[config.mk]
export PLATFORM = sky130hd
export DESIGN_NAME = i_mem_ring_loader_flat
export DESIGN_NICKNAME = d
export VERILOG_FILES = /design/src/rtl/i_mem_ring_loader_if.sv /design/src/rtl/i_mem_ring_loader.sv /design/src/flat_wrapper.sv
export SDC_FILE = /design/constraint.sdc
export NUM_CORES = 1
export LEC_CHECK = 0
export ABC_CLOCK_PERIOD_IN_PS = 3150
export BUFFER_PORTS_ARGS = -buffer_cell sky130_fd_sc_hd__buf_2
export CELL_PAD_IN_SITES_DETAIL_PLACEMENT = 0
export CELL_PAD_IN_SITES_GLOBAL_PLACEMENT = 1
export CORE_MARGIN = 10
export CORE_UTILIZATION = 35
export CTS_BUF_LIST = sky130_fd_sc_hd__clkbuf_8
export CTS_CLUSTER_SIZE = 8
export DETAILED_ROUTE_END_ITERATION = 7
export PLACE_DENSITY = 0.9
export SYNTH_ARGS = -nofsm -noshare
export SYNTH_HDL_FRONTEND = slang
export SYNTH_SLANG_ARGS = --single-unit
[constraint.sdc]
create_clock -name QClk -period 3.15 [get_ports QClk]
set_input_delay 0.315 -clock QClk [delete_from_list [all_inputs] [get_ports QClk]]
set_output_delay 0.315 -clock QClk [all_outputs]
set_load 0.01 [all_outputs]
[src/rtl/i_mem_ring_loader_if.sv]
// Bundle of the loader's control, word-source, ring-request and status
// signals. The loader side uses the master modport; the surrounding system
// (sequencer, word source, I_MEM ring) uses the slave modport.
//
// Handshake rules:
//   - Word source: a word transfers on every rising QClk edge where
//     SrcValidQ500H and SrcReadyQ500H are both 1. The source holds data
//     stable while valid is high and not yet accepted. Ready never depends
//     combinationally on valid.
//   - Ring request: F2C_ReqValidQ503H is high for exactly one cycle per
//     request. The ring always accepts, so there is no ready signal.
//   - Ring response: F2C_RspIMemValidQ504H qualifies F2C_I_MemRspDataQ504H
//     for one cycle. It is only looked at while a read is outstanding.

typedef enum logic [1:0] {
  OP_RD = 2'b00,
  OP_WR = 2'b01
} t_opcode;

interface i_mem_ring_loader_if;
  logic        StartQ500H;
  logic        VerifyEnQ500H;
  logic [31:0] BaseAddrQ500H;
  logic [15:0] LenWordsQ500H;

  logic        SrcValidQ500H;
  logic [31:0] SrcDataQ500H;
  logic        SrcReadyQ500H;

  logic        F2C_ReqValidQ503H;
  t_opcode     F2C_ReqOpcodeQ503H;
  logic [31:0] F2C_ReqAddressQ503H;
  logic [31:0] F2C_ReqDataQ503H;

  logic        F2C_RspIMemValidQ504H;
  logic [31:0] F2C_I_MemRspDataQ504H;

  logic        BusyQ500H;
  logic        DoneQ500H;
  logic        ErrorQ500H;
  logic [31:0] ErrAddrQ500H;

  // Current loader FSM state, for debug and checkers.
  logic [2:0]  DbgStateQ500H;

  modport master (
    input  StartQ500H, VerifyEnQ500H, BaseAddrQ500H, LenWordsQ500H,
    input  SrcValidQ500H, SrcDataQ500H,
    input  F2C_RspIMemValidQ504H, F2C_I_MemRspDataQ504H,
    output SrcReadyQ500H,
    output F2C_ReqValidQ503H, F2C_ReqOpcodeQ503H, F2C_ReqAddressQ503H, F2C_ReqDataQ503H,
    output BusyQ500H, DoneQ500H, ErrorQ500H, ErrAddrQ500H,
    output DbgStateQ500H
  );

  modport slave (
    output StartQ500H, VerifyEnQ500H, BaseAddrQ500H, LenWordsQ500H,
    output SrcValidQ500H, SrcDataQ500H,
    output F2C_RspIMemValidQ504H, F2C_I_MemRspDataQ504H,
    input  SrcReadyQ500H,
    input  F2C_ReqValidQ503H, F2C_ReqOpcodeQ503H, F2C_ReqAddressQ503H, F2C_ReqDataQ503H,
    input  BusyQ500H, DoneQ500H, ErrorQ500H, ErrAddrQ500H,
    input  DbgStateQ500H
  );
endinterface

[src/rtl/i_mem_ring_loader.sv]
// I_MEM ring loader: streams LenWords words from a valid/ready source into
// I_MEM over the ring as write requests, then optionally re-reads each word
// (one read outstanding at a time) and compares it against a second copy of
// the stream supplied by the source. The first mismatch or response timeout
// sets a sticky error with the failing request address.

module i_mem_ring_loader #(
  parameter int MAX_WORDS   = 1024,
  parameter int RSP_TIMEOUT = 8,
  // Highest byte-address bit inside I_MEM; addresses wrap modulo 2**(MSB_I_MEM+1).
  parameter int MSB_I_MEM   = 15,
  // Field of the ring address that selects the I_MEM region.
  parameter int MSB_REGION  = 31,
  parameter int LSB_REGION  = 28,
  parameter logic [MSB_REGION-LSB_REGION:0] I_MEM_REGION = 4'h4
) (
  input logic QClk,
  input logic RstQnnnH,
  i_mem_ring_loader_if.master bus
);

  // Word-index width inside I_MEM (byte address bits MSB_I_MEM..2).
  localparam int WW = MSB_I_MEM - 1;
  localparam int TW = $clog2(RSP_TIMEOUT + 1);
  localparam logic [31:0]   REGION_BASE = 32'(I_MEM_REGION) << LSB_REGION;
  localparam logic [16:0]   MAX_LEN     = 17'(MAX_WORDS);
  localparam logic [TW-1:0] TO_LAST     = TW'(RSP_TIMEOUT - 1);

  typedef enum logic [2:0] {
    S_IDLE    = 3'd0,
    S_WR      = 3'd1,
    S_RD_REQ  = 3'd2,
    S_RD_WAIT = 3'd3,
    S_DONE    = 3'd4
  } t_state;

  t_state        state;
  logic          verify_q;
  logic [WW-1:0] word_base;
  logic [15:0]   len_q;
  logic [15:0]   idx;
  logic [31:0]   exp_word;
  logic [TW-1:0] to_cnt;

  logic          req_valid;
  t_opcode       req_opcode;
  logic [31:0]   req_addr;
  logic [31:0]   req_data;
  logic          done;
  logic          error;
  logic [31:0]   err_addr;

  logic          last_word;

  // Ring address of word i: region bits OR the word offset, wrapping inside I_MEM.
  function automatic logic [31:0] word_addr(input logic [WW-1:0] wbase, input logic [15:0] i);
    logic [WW-1:0] w;
    w = wbase + WW'(i);
    return REGION_BASE | ({{(32-WW){1'b0}}, w} << 2);
  endfunction

  assign last_word = (idx == (len_q - 16'd1));

  // Control FSM with registered ring request and status outputs.
  always_ff @(posedge QClk) begin
    if (!RstQnnnH) begin
      state      <= S_IDLE;
      verify_q   <= 1'b0;
      word_base  <= '0;
      len_q      <= '0;
      idx        <= '0;
      exp_word   <= '0;
      to_cnt     <= '0;
      req_valid  <= 1'b0;
      req_opcode <= OP_RD;
      req_addr   <= '0;
      req_data   <= '0;
      done       <= 1'b0;
      error      <= 1'b0;
      err_addr   <= '0;
    end else begin
      req_valid <= 1'b0;
      done      <= 1'b0;
      case (state)
        S_IDLE: begin
          if (bus.StartQ500H) begin
            verify_q  <= bus.VerifyEnQ500H;
            word_base <= bus.BaseAddrQ500H[MSB_I_MEM:2];
            len_q     <= bus.LenWordsQ500H;
            idx       <= '0;
            error     <= 1'b0;
            err_addr  <= '0;
            if (bus.LenWordsQ500H == 16'd0) begin
              state <= S_DONE;
              done  <= 1'b1;
            end else if ({1'b0, bus.LenWordsQ500H} > MAX_LEN) begin
              error <= 1'b1;
              state <= S_DONE;
              done  <= 1'b1;
            end else begin
              state <= S_WR;
            end
          end
        end

        S_WR: begin
          // Ready is high throughout WR, so valid alone marks a transfer.
          if (bus.SrcValidQ500H) begin
            req_valid  <= 1'b1;
            req_opcode <= OP_WR;
            req_addr   <= word_addr(word_base, idx);
            req_data   <= bus.SrcDataQ500H;
            if (last_word) begin
              idx <= '0;
              if (verify_q) begin
                state <= S_RD_REQ;
              end else begin
                state <= S_DONE;
                done  <= 1'b1;
              end
            end else begin
              idx <= idx + 16'd1;
            end
          end
        end

        S_RD_REQ: begin
          if (bus.SrcValidQ500H) begin
            exp_word   <= bus.SrcDataQ500H;
            req_valid  <= 1'b1;
            req_opcode <= OP_RD;
            req_addr   <= word_addr(word_base, idx);
            req_data   <= '0;
            to_cnt     <= '0;
            state      <= S_RD_WAIT;
          end
        end

        S_RD_WAIT: begin
          // req_addr still holds the outstanding read address here.
          if (bus.F2C_RspIMemValidQ504H) begin
            if (bus.F2C_I_MemRspDataQ504H == exp_word) begin
              if (last_word) begin
                state <= S_DONE;
                done  <= 1'b1;
              end else begin
                idx   <= idx + 16'd1;
                state <= S_RD_REQ;
              end
            end else begin
              error    <= 1'b1;
              err_addr <= req_addr;
              state    <= S_DONE;
              done     <= 1'b1;
            end
          end else if (to_cnt == TO_LAST) begin
            error    <= 1'b1;
            err_addr <= req_addr;
            state    <= S_DONE;
            done     <= 1'b1;
          end else begin
            to_cnt <= to_cnt + 1'b1;
          end
        end

        S_DONE: begin
          state <= S_IDLE;
        end

        default: begin
          state <= S_IDLE;
        end
      endcase
    end
  end

  assign bus.SrcReadyQ500H       = (state == S_WR) || (state == S_RD_REQ);
  assign bus.BusyQ500H           = (state != S_IDLE);
  assign bus.F2C_ReqValidQ503H   = req_valid;
  assign bus.F2C_ReqOpcodeQ503H  = req_opcode;
  assign bus.F2C_ReqAddressQ503H = req_addr;
  assign bus.F2C_ReqDataQ503H    = req_data;
  assign bus.DoneQ500H           = done;
  assign bus.ErrorQ500H          = error;
  assign bus.ErrAddrQ500H        = err_addr;
  assign bus.DbgStateQ500H       = state;

endmodule

[src/flat_wrapper.sv]
// flat-port wrapper written by rule: the top's interface ports become plain ports
module i_mem_ring_loader_flat 
#(
  parameter int MAX_WORDS   = 1024,
  parameter int RSP_TIMEOUT = 8,
                                                                                   
  parameter int MSB_I_MEM   = 15,
                                                             
  parameter int MSB_REGION  = 31,
  parameter int LSB_REGION  = 28,
  parameter logic [MSB_REGION-LSB_REGION:0] I_MEM_REGION = 4'h4
)
  (QClk, RstQnnnH, bus_StartQ500H, bus_VerifyEnQ500H, bus_BaseAddrQ500H, bus_LenWordsQ500H, bus_SrcValidQ500H, bus_SrcDataQ500H, bus_F2C_RspIMemValidQ504H, bus_F2C_I_MemRspDataQ504H, bus_SrcReadyQ500H, bus_F2C_ReqValidQ503H, bus_F2C_ReqOpcodeQ503H, bus_F2C_ReqAddressQ503H, bus_F2C_ReqDataQ503H, bus_BusyQ500H, bus_DoneQ500H, bus_ErrorQ500H, bus_ErrAddrQ500H, bus_DbgStateQ500H);
  i_mem_ring_loader_if bus_i ();
  input logic QClk;
  input logic RstQnnnH;
  input wire logic [$bits(bus_i.StartQ500H)-1:0] bus_StartQ500H;
  input wire logic [$bits(bus_i.VerifyEnQ500H)-1:0] bus_VerifyEnQ500H;
  input wire logic [$bits(bus_i.BaseAddrQ500H)-1:0] bus_BaseAddrQ500H;
  input wire logic [$bits(bus_i.LenWordsQ500H)-1:0] bus_LenWordsQ500H;
  input wire logic [$bits(bus_i.SrcValidQ500H)-1:0] bus_SrcValidQ500H;
  input wire logic [$bits(bus_i.SrcDataQ500H)-1:0] bus_SrcDataQ500H;
  input wire logic [$bits(bus_i.F2C_RspIMemValidQ504H)-1:0] bus_F2C_RspIMemValidQ504H;
  input wire logic [$bits(bus_i.F2C_I_MemRspDataQ504H)-1:0] bus_F2C_I_MemRspDataQ504H;
  output wire logic [$bits(bus_i.SrcReadyQ500H)-1:0] bus_SrcReadyQ500H;
  output wire logic [$bits(bus_i.F2C_ReqValidQ503H)-1:0] bus_F2C_ReqValidQ503H;
  output wire logic [$bits(bus_i.F2C_ReqOpcodeQ503H)-1:0] bus_F2C_ReqOpcodeQ503H;
  output wire logic [$bits(bus_i.F2C_ReqAddressQ503H)-1:0] bus_F2C_ReqAddressQ503H;
  output wire logic [$bits(bus_i.F2C_ReqDataQ503H)-1:0] bus_F2C_ReqDataQ503H;
  output wire logic [$bits(bus_i.BusyQ500H)-1:0] bus_BusyQ500H;
  output wire logic [$bits(bus_i.DoneQ500H)-1:0] bus_DoneQ500H;
  output wire logic [$bits(bus_i.ErrorQ500H)-1:0] bus_ErrorQ500H;
  output wire logic [$bits(bus_i.ErrAddrQ500H)-1:0] bus_ErrAddrQ500H;
  output wire logic [$bits(bus_i.DbgStateQ500H)-1:0] bus_DbgStateQ500H;
  assign bus_i.StartQ500H = bus_StartQ500H;
  assign bus_i.VerifyEnQ500H = bus_VerifyEnQ500H;
  assign bus_i.BaseAddrQ500H = bus_BaseAddrQ500H;
  assign bus_i.LenWordsQ500H = bus_LenWordsQ500H;
  assign bus_i.SrcValidQ500H = bus_SrcValidQ500H;
  assign bus_i.SrcDataQ500H = bus_SrcDataQ500H;
  assign bus_i.F2C_RspIMemValidQ504H = bus_F2C_RspIMemValidQ504H;
  assign bus_i.F2C_I_MemRspDataQ504H = bus_F2C_I_MemRspDataQ504H;
  assign bus_SrcReadyQ500H = bus_i.SrcReadyQ500H;
  assign bus_F2C_ReqValidQ503H = bus_i.F2C_ReqValidQ503H;
  assign bus_F2C_ReqOpcodeQ503H = bus_i.F2C_ReqOpcodeQ503H;
  assign bus_F2C_ReqAddressQ503H = bus_i.F2C_ReqAddressQ503H;
  assign bus_F2C_ReqDataQ503H = bus_i.F2C_ReqDataQ503H;
  assign bus_BusyQ500H = bus_i.BusyQ500H;
  assign bus_DoneQ500H = bus_i.DoneQ500H;
  assign bus_ErrorQ500H = bus_i.ErrorQ500H;
  assign bus_ErrAddrQ500H = bus_i.ErrAddrQ500H;
  assign bus_DbgStateQ500H = bus_i.DbgStateQ500H;
  i_mem_ring_loader #(.MAX_WORDS(MAX_WORDS), .RSP_TIMEOUT(RSP_TIMEOUT), .MSB_I_MEM(MSB_I_MEM), .MSB_REGION(MSB_REGION), .LSB_REGION(LSB_REGION), .I_MEM_REGION(I_MEM_REGION)) u_core (.QClk(QClk), .RstQnnnH(RstQnnnH), .bus(bus_i));
endmodule
==> run metrics, run 1 <==
Max VDD drop 0.247 mV; Yosys top cell area share 0.406; slew at the pin closest to its max-slew limit 0.707 ns; die width between 150 and 200 um; post-route fraction of the period consumed by the critical path 0.945; Total Wirelength between 20 and 25 mm; syn_area_per_cell between 8 and 9 um2; post-route design area roughly 8900 um2; global-route wire length before repair 35.7 mm; most used flip-flop cell after synthesis sky130_fd_sc_hd__dfxtp_1; total of endpoints with negative setup slack in the final report 0; Net count, final between 1000 and 1500; Worst Setup End Kind register; number of global-route vias before repair 6905; maximum clock frequency approximately 340 MHz; sum of negative setup slack 0 ns; register cell area after layout around 3000 um2; synthesis-to-finish area growth 19.5%; Startpoint Class register; initial cell density of the core 0.356; maximum clock skew at final layout about 0.016 ns; average wire per cell in the routed design 16.2 um; area of the multi-input gates 4040 um2; iteration count of the initial detailed-routing pass 5; fraction of layout instances using a drive strength above 1 0.226; critical path fanouts, max 12; worst setup slack for register-to-register paths ~0.17 ns; vias between 6000 and 7000; routed wl met3 2.07 mm; Worst Hold Slack 0.0898 ns; run status complete, no violations; fraction of the yosys area taken by sequential cells 0.406; Worst R2R End u_core.idx[10]; overall power of the completed layout 3.90 mW; Die Y-Extent approximately 170 um; Longest Clk Path Bufs 2; cell area after technology mapping 7490 um2; top area cells in the synthesized netlist sky130_fd_sc_hd__dfxtp_1, sky130_fd_sc_hd__nand2_1, sky130_fd_sc_hd__a21oi_1; H-tree level count 4; Max Cap Violations 0; floorplan die area 27700 um2; CTS tree built; Cell Rows between 50 and 60; ranking of synthesized cells by instance count sky130_fd_sc_hd__nand2_1, sky130_fd_sc_hd__dfxtp_1, sky130_fd_sc_hd__a21oi_1, sky130_fd_sc_hd__nor2_1, sky130_fd_sc_hd__clkbuf_1; headroom to the max-slew limit 0.528; clock network latency to the later pin of the worst-skew pair 0.46 ns; async set-reset flop share out of synthesis 0; number of top-level design ports between 200 and 250; overall routing resource usage 0.155; power per cell area between 400 and 500 nW/um2; count of fill cells added during filler insertion between 2000 and 2500; Resized cells post-CTS 0; Final Critical Period a little under 3 ns; hold buffer count at cts 0; leakage power summed over all cells between 3 and 4 nW; global placer's final weighted congestion approximately 0.9; area of the core about 21000 um2; via count normalized by instance count 5.07; path type of the worst setup path reg2reg; Crit path arrival time 3.33 ns; r2r startpoint u_core.len_q[6]; iteration-0 DRC count of the detailed router 382; pin count of the biggest net entering global routing 50; synthesis warning total 0; post-detailed-route count of antenna-violating nets 0; cell depth of the worst flop-to-flop path 9; post-CTS setup buffers 0; hold violation total from the final report 0; synthesized instance count 929; max-slew violation count 0; Worst Hold Class in2reg; residual DRC count 0; count of unique library cells instantiated by Yosys 65; required time of the critical path 3.50 ns; number of antenna violations at the first check in global routing 6; Critical Path End u_core.idx[10]; TritonCTS Buffers 17; top routing layer used met5; timing startpoint of the critical path u_core.len_q[6]; Met2 Wirelength 10.8 mm; clk slew on worst S/H paths 0.10 ns; crit path setup slack, layout 0.174 ns; Congestion Overflow GR 0; Detailed Place HPWL 17.0 mm; top-count cell post-synth sky130_fd_sc_hd__nand2_1; count of input and output buffers 170; dominant cell type by area after synthesis sky130_fd_sc_hd__dfxtp_1; met1 wire length 9.10 mm; EDFF count, synth 0; root cell of the clock tree sky130_fd_sc_hd__clkbuf_8; TritonCTS sink count 152; number of storage elements in the synthesis netlist 152; area after detailed placement approximately 8500 um2; minimum setup slack after placement 0.0481 ns
[sequential cells by signal, indices dropped and copies added, names as in the netlist]
signal,count
u_core.bus.DbgStateQ500H,3
u_core.bus.DoneQ500H,1
u_core.bus.ErrAddrQ500H,15
u_core.bus.ErrorQ500H,1
u_core.bus.F2C_ReqAddressQ503H,15
u_core.bus.F2C_ReqDataQ503H,32
u_core.bus.F2C_ReqOpcodeQ503H,1
u_core.bus.F2C_ReqValidQ503H,1
u_core.exp_word,32
u_core.idx,16
u_core.len_q,16
u_core.to_cnt,4
u_core.verify_q,1
u_core.word_base,14
[cells in the final DEF (no fill, tap or decap), drive strengths merged, types with 3 or more instances in the layout]
cell type,count
buf,195
nand2,173
dfxtp,152
a21oi,106
nor2,74
xor2,47
conb,35
a22oi,32
inv,26
nand3,23
xnor2,19
nor3,18
clkbuf,17
nand3b,16
ha,16
o21ai,15
nor4,13
nand4,10
and3,9
or4,9
nor2b,8
a211oi,8
o31ai,8
or3,7
o211ai,6
and2,6
nand2b,5
o41ai,4
clkinvlp,4
or2,4
a31oi,3
o21a,3
[through the flow]
stage | utilization | std cells
2_1_floorplan | - | 963
3_3_place_gp | 0.406 | 1343
3_5_place_dp | 0.406 | 1343
4_1_cts | 0.425 | 1375
5_1_grt | 0.426 | 1376
6_report | 0.426 | 1376
[kinds of logic after synthesis]
group / Yosys count / share of synthesized area
xor gates and xnor gates: 66 / 0.0772
adders and majority gates: 17 / 0.0294
and+or+nand+nor: 376 / 0.232
buffers and inverters: 107 / 0.0750
DFF: 152 / 0.406
AOI/OAI and AO/OA: 209 / 0.178
muxes: 1 / 0.00134
other: 1 / 0.000501
[worst max-delay path, cell delays in order, from the launching register on]
cell	delay, ns
sky130_fd_sc_hd__dfxtp_1	0.37
sky130_fd_sc_hd__or4_4	0.56
sky130_fd_sc_hd__or3_1	0.39
sky130_fd_sc_hd__a211oi_2	0.26
sky130_fd_sc_hd__o2111ai_1	0.20
sky130_fd_sc_hd__buf_4	0.19
sky130_fd_sc_hd__o41a_1	0.40
sky130_fd_sc_hd__o31ai_2	0.23
sky130_fd_sc_hd__buf_6	0.20
sky130_fd_sc_hd__nor2_1	0.06
[how the worst min path moves through the flow]
stage / end / start / cells after the start
after floorplan: u_core.word_base[0] / u_core.word_base[0] / 2
after global placement: u_core.exp_word[19] / u_core.exp_word[19] / 2
after detailed placement: u_core.exp_word[15] / u_core.exp_word[15] / 2
after CTS: u_core.exp_word[7] / bus_SrcDataQ500H[7] / 3
after global routing: u_core.exp_word[14] / bus_SrcDataQ500H[14] / 3
final: u_core.exp_word[7] / bus_SrcDataQ500H[7] / 3
[layout make-up]
| type | instances | share of cell area |
|---|---|---|
| Inverter | 17 | 0.00741 |
| Clock inverter | 15 | 0.0171 |
| Timing Repair Buffer | 195 | 0.119 |
| Clock buffer | 17 | 0.0261 |
| Antenna cell | 1 | 0.000280 |
| Tap cell | 275 | 0.0384 |
| Sequential cell | 152 | 0.340 |
| Multi-Input combinational cell | 704 | 0.451 |
[layer usage]
metal | global-route usage | vias up
met3 | 0.0724 | 31
met2 | 0.260 | 196
met4 | 0.0401 | 6
met5 | 0 | -
met1 | 0.174 | 3272
li1 | - | 3474
[power by group]
part	internal, mW	switching (mW)	total, mW
Combinational	0.171	0.247	0.418
Clock	0.652	0.849	1.50
Sequential	1.95	0.0320	1.98
Note: power is estimated with default switching activity, not from simulation.
==> inputs of run 2 (changes only) <==
ABC_CLOCK_PERIOD_IN_PS = 2450   (was 3150)
clock period = 2.45 ns   (was 3.15 ns; I/O delays follow)
==> run metrics, run 2 (same netlist as run 1, synthesis figures left out) <==
CTS tree built (unchanged); most frequent standard cell in the layout excluding fill and tap cells sky130_fd_sc_hd__nand2_1; vias 7227 (was 6979); setup repair after global routing missed its margin true; Worst Hold Slack 0.0205 ns (was 0.0898 ns); Worst Hold Class in2reg (unchanged); number of antenna violations at the first check in global routing 4 (was 6); post-route fraction of the period consumed by the critical path 1.12 (was 0.945); overall routing resource usage 0.163 (was 0.155); area after detailed placement 8890 um2 (was 8540 um2); max-slew violation count 0 (unchanged); commonest cells after routing, fill and taps aside sky130_fd_sc_hd__nand2_1, sky130_fd_sc_hd__buf_2, sky130_fd_sc_hd__dfxtp_1 (unchanged); root cell of the clock tree sky130_fd_sc_hd__clkbuf_8 (unchanged); register cell area after layout 3050 um2 (was 3040 um2); Longest Clk Path Bufs 2 (unchanged); slowest stage cell, crit path sky130_fd_sc_hd__or4_4 (unchanged); Worst Setup End Kind register (unchanged); synthesis-to-finish area growth 29.1% (was 19.5%); Final Critical Period 2.75 ns (was 2.98 ns); Total Wirelength 23.6 mm (was 22.3 mm); slew at the pin closest to its max-slew limit 0.765 ns (was 0.707 ns); floorplan die area 27700 um2 (unchanged); residual DRC count 0 (unchanged); pin count of the biggest net entering global routing 73 (was 50); path type of the worst setup path reg2reg (unchanged); post-detailed-route count of antenna-violating nets 0 (unchanged); fraction of layout instances using a drive strength above 1 0.287 (was 0.226); Max Cap Violations 0 (unchanged); hold violation total from the final report 0 (unchanged); iteration count of the initial detailed-routing pass 5 (unchanged); critical path fanouts, max 12 (unchanged); crit path setup slack, layout -0.297 ns (was 0.174 ns); required time of the critical path 2.80 ns (was 3.50 ns); total of endpoints with negative setup slack in the final report 19 (was 0); maximum clock frequency 364 MHz (was 336 MHz); average wire per cell in the routed design 16.4 um (was 16.2 um); Crit path arrival time 3.10 ns (was 3.33 ns); global-route wire length before repair 37.6 mm (was 35.7 mm); Startpoint Class register (unchanged); headroom to the max-slew limit 0.490 (was 0.528); run status finished with violations (was complete, no violations); Die Y-Extent 166 um (unchanged); H-tree level count 4 (unchanged); Congestion Overflow GR 0 (unchanged); global placer's final weighted congestion 0.866 (was 0.879); Detailed Place HPWL 17.5 mm (was 17.0 mm); leakage power summed over all cells 4.15 nW (was 3.73 nW); iteration-0 DRC count of the detailed router 382 (unchanged); clk slew on worst S/H paths 0.10 ns (about the same); Critical Path, Cell by Cell or4_4 > or3_4 > a211oi_2 > o2111ai_2 > buf_4 > o41a_1 > o31ai_2 > buf_6 > a21oi_1 (was or4_4 > or3_1 > a211oi_2 > o2111ai_1 > buf_4 > o41a_1 > o31ai_2 > buf_6 > nor2_1); TritonCTS sink count 152 (unchanged); post-route design area 9670 um2 (was 8950 um2); count of input and output buffers 170 (unchanged); number of top-level design ports 224 (unchanged); TritonCTS Buffers 17 (unchanged); area of the core 21000 um2 (unchanged); number of global-route vias before repair 7345 (was 6905); power per cell area 525 nW/um2 (was 436 nW/um2); via count normalized by instance count 5.03 (was 5.07); Cell Rows 53 (unchanged); initial cell density of the core 0.356 (unchanged); Net count, final 1283 (was 1222); count of fill cells added during filler insertion 2065 (was 2176); die width 166 um (unchanged); clock network latency to the later pin of the worst-skew pair 0.47 ns (was 0.46 ns); failing checks setup timing; maximum clock skew at final layout 0.0166 ns (was 0.0157 ns); delay contributed by the slowest stage of the critical path 0.53 ns (was 0.56 ns); area of the multi-input gates 4280 um2 (was 4040 um2); Max VDD drop 0.386 mV (was 0.247 mV)
## run 2: area by class of cell
cell class / count / share of cell area
inverter: 17 / 0.00673
tap: 275 / 0.0356
clock inverter: 15 / 0.0145
timing repair buffer: 254 / 0.160
multi-input combinational: 706 / 0.443
sequential: 152 / 0.316
antenna: 1 / 0.000259
clock buffer: 17 / 0.0242
## run 2: routing by layer
layer | vias up | part of all wire | track usage
met5 | - | 0.00064 | 0
met3 | 41 | 0.089 | 0.0693
met2 | 228 | 0.49 | 0.280
met1 | 3367 | 0.40 | 0.177
met4 | 4 | 0.023 | 0.0554
li1 | 3587 | - | -
## run 2: timing repair
item                                   in CTS  in global routing
setup endpoints to repair                  24                 26
resized for setup                          23                 27
endpoints found under the hold margin       9                  1
buffers inserted                            2                  4
hold buffers                                9                  1
gates cloned                                3                  0
pin swaps                                  11                 11
## run 2: critical path: cells and delay by family (launching register included)
family / cells / cell delay [ns]
AOI/OAI and AO/OA: 5 / 1.06
buffers and inverters: 2 / 0.37
DFF: 1 / 0.33
and+or+nand+nor: 2 / 0.87
## run 2: power by group
part | internal [mW] | switching [mW] | total (mW) | leakage [nW]
combinational | 0.290 | 0.365 | 0.655 | 2.73
sequential | 2.51 | 0.0283 | 2.53 | 1.23
clock | 0.821 | 1.06 | 1.88 | 0.181
total | 3.62 | 1.46 | 5.07 | 4.15
## run 2: final timing paths
kind,slack (ns),cells after the start,end,from
worst max-delay path,-0.30,9,u_core.idx[15],u_core.len_q[9]
worst max register to register,-0.30,9,u_core.idx[15],u_core.len_q[9]
worst min-delay path,0.02,3,u_core.word_base[4],bus_BaseAddrQ500H[6]
worst min register to register,0.47,2,u_core.exp_word[4],u_core.exp_word[4]
## run 2: stage by stage
step / worst slack [ns] / setup TNS [ns] / total power [mW] / utilization / instances
after detailed placement: -0.265 / -4.25 / 3.18 / 0.423 / 1386
after global routing: -0.366 / -5.91 / 5.29 / 0.460 / 1436
after floorplan: -0.168 / -2.44 / 2.98 / - / 963
after CTS: -0.242 / -3.42 / 5.08 / 0.452 / 1431
final: -0.297 / -4.47 / 5.07 / 0.460 / 1437
after global placement: -0.242 / -3.55 / 3.18 / 0.423 / 1386
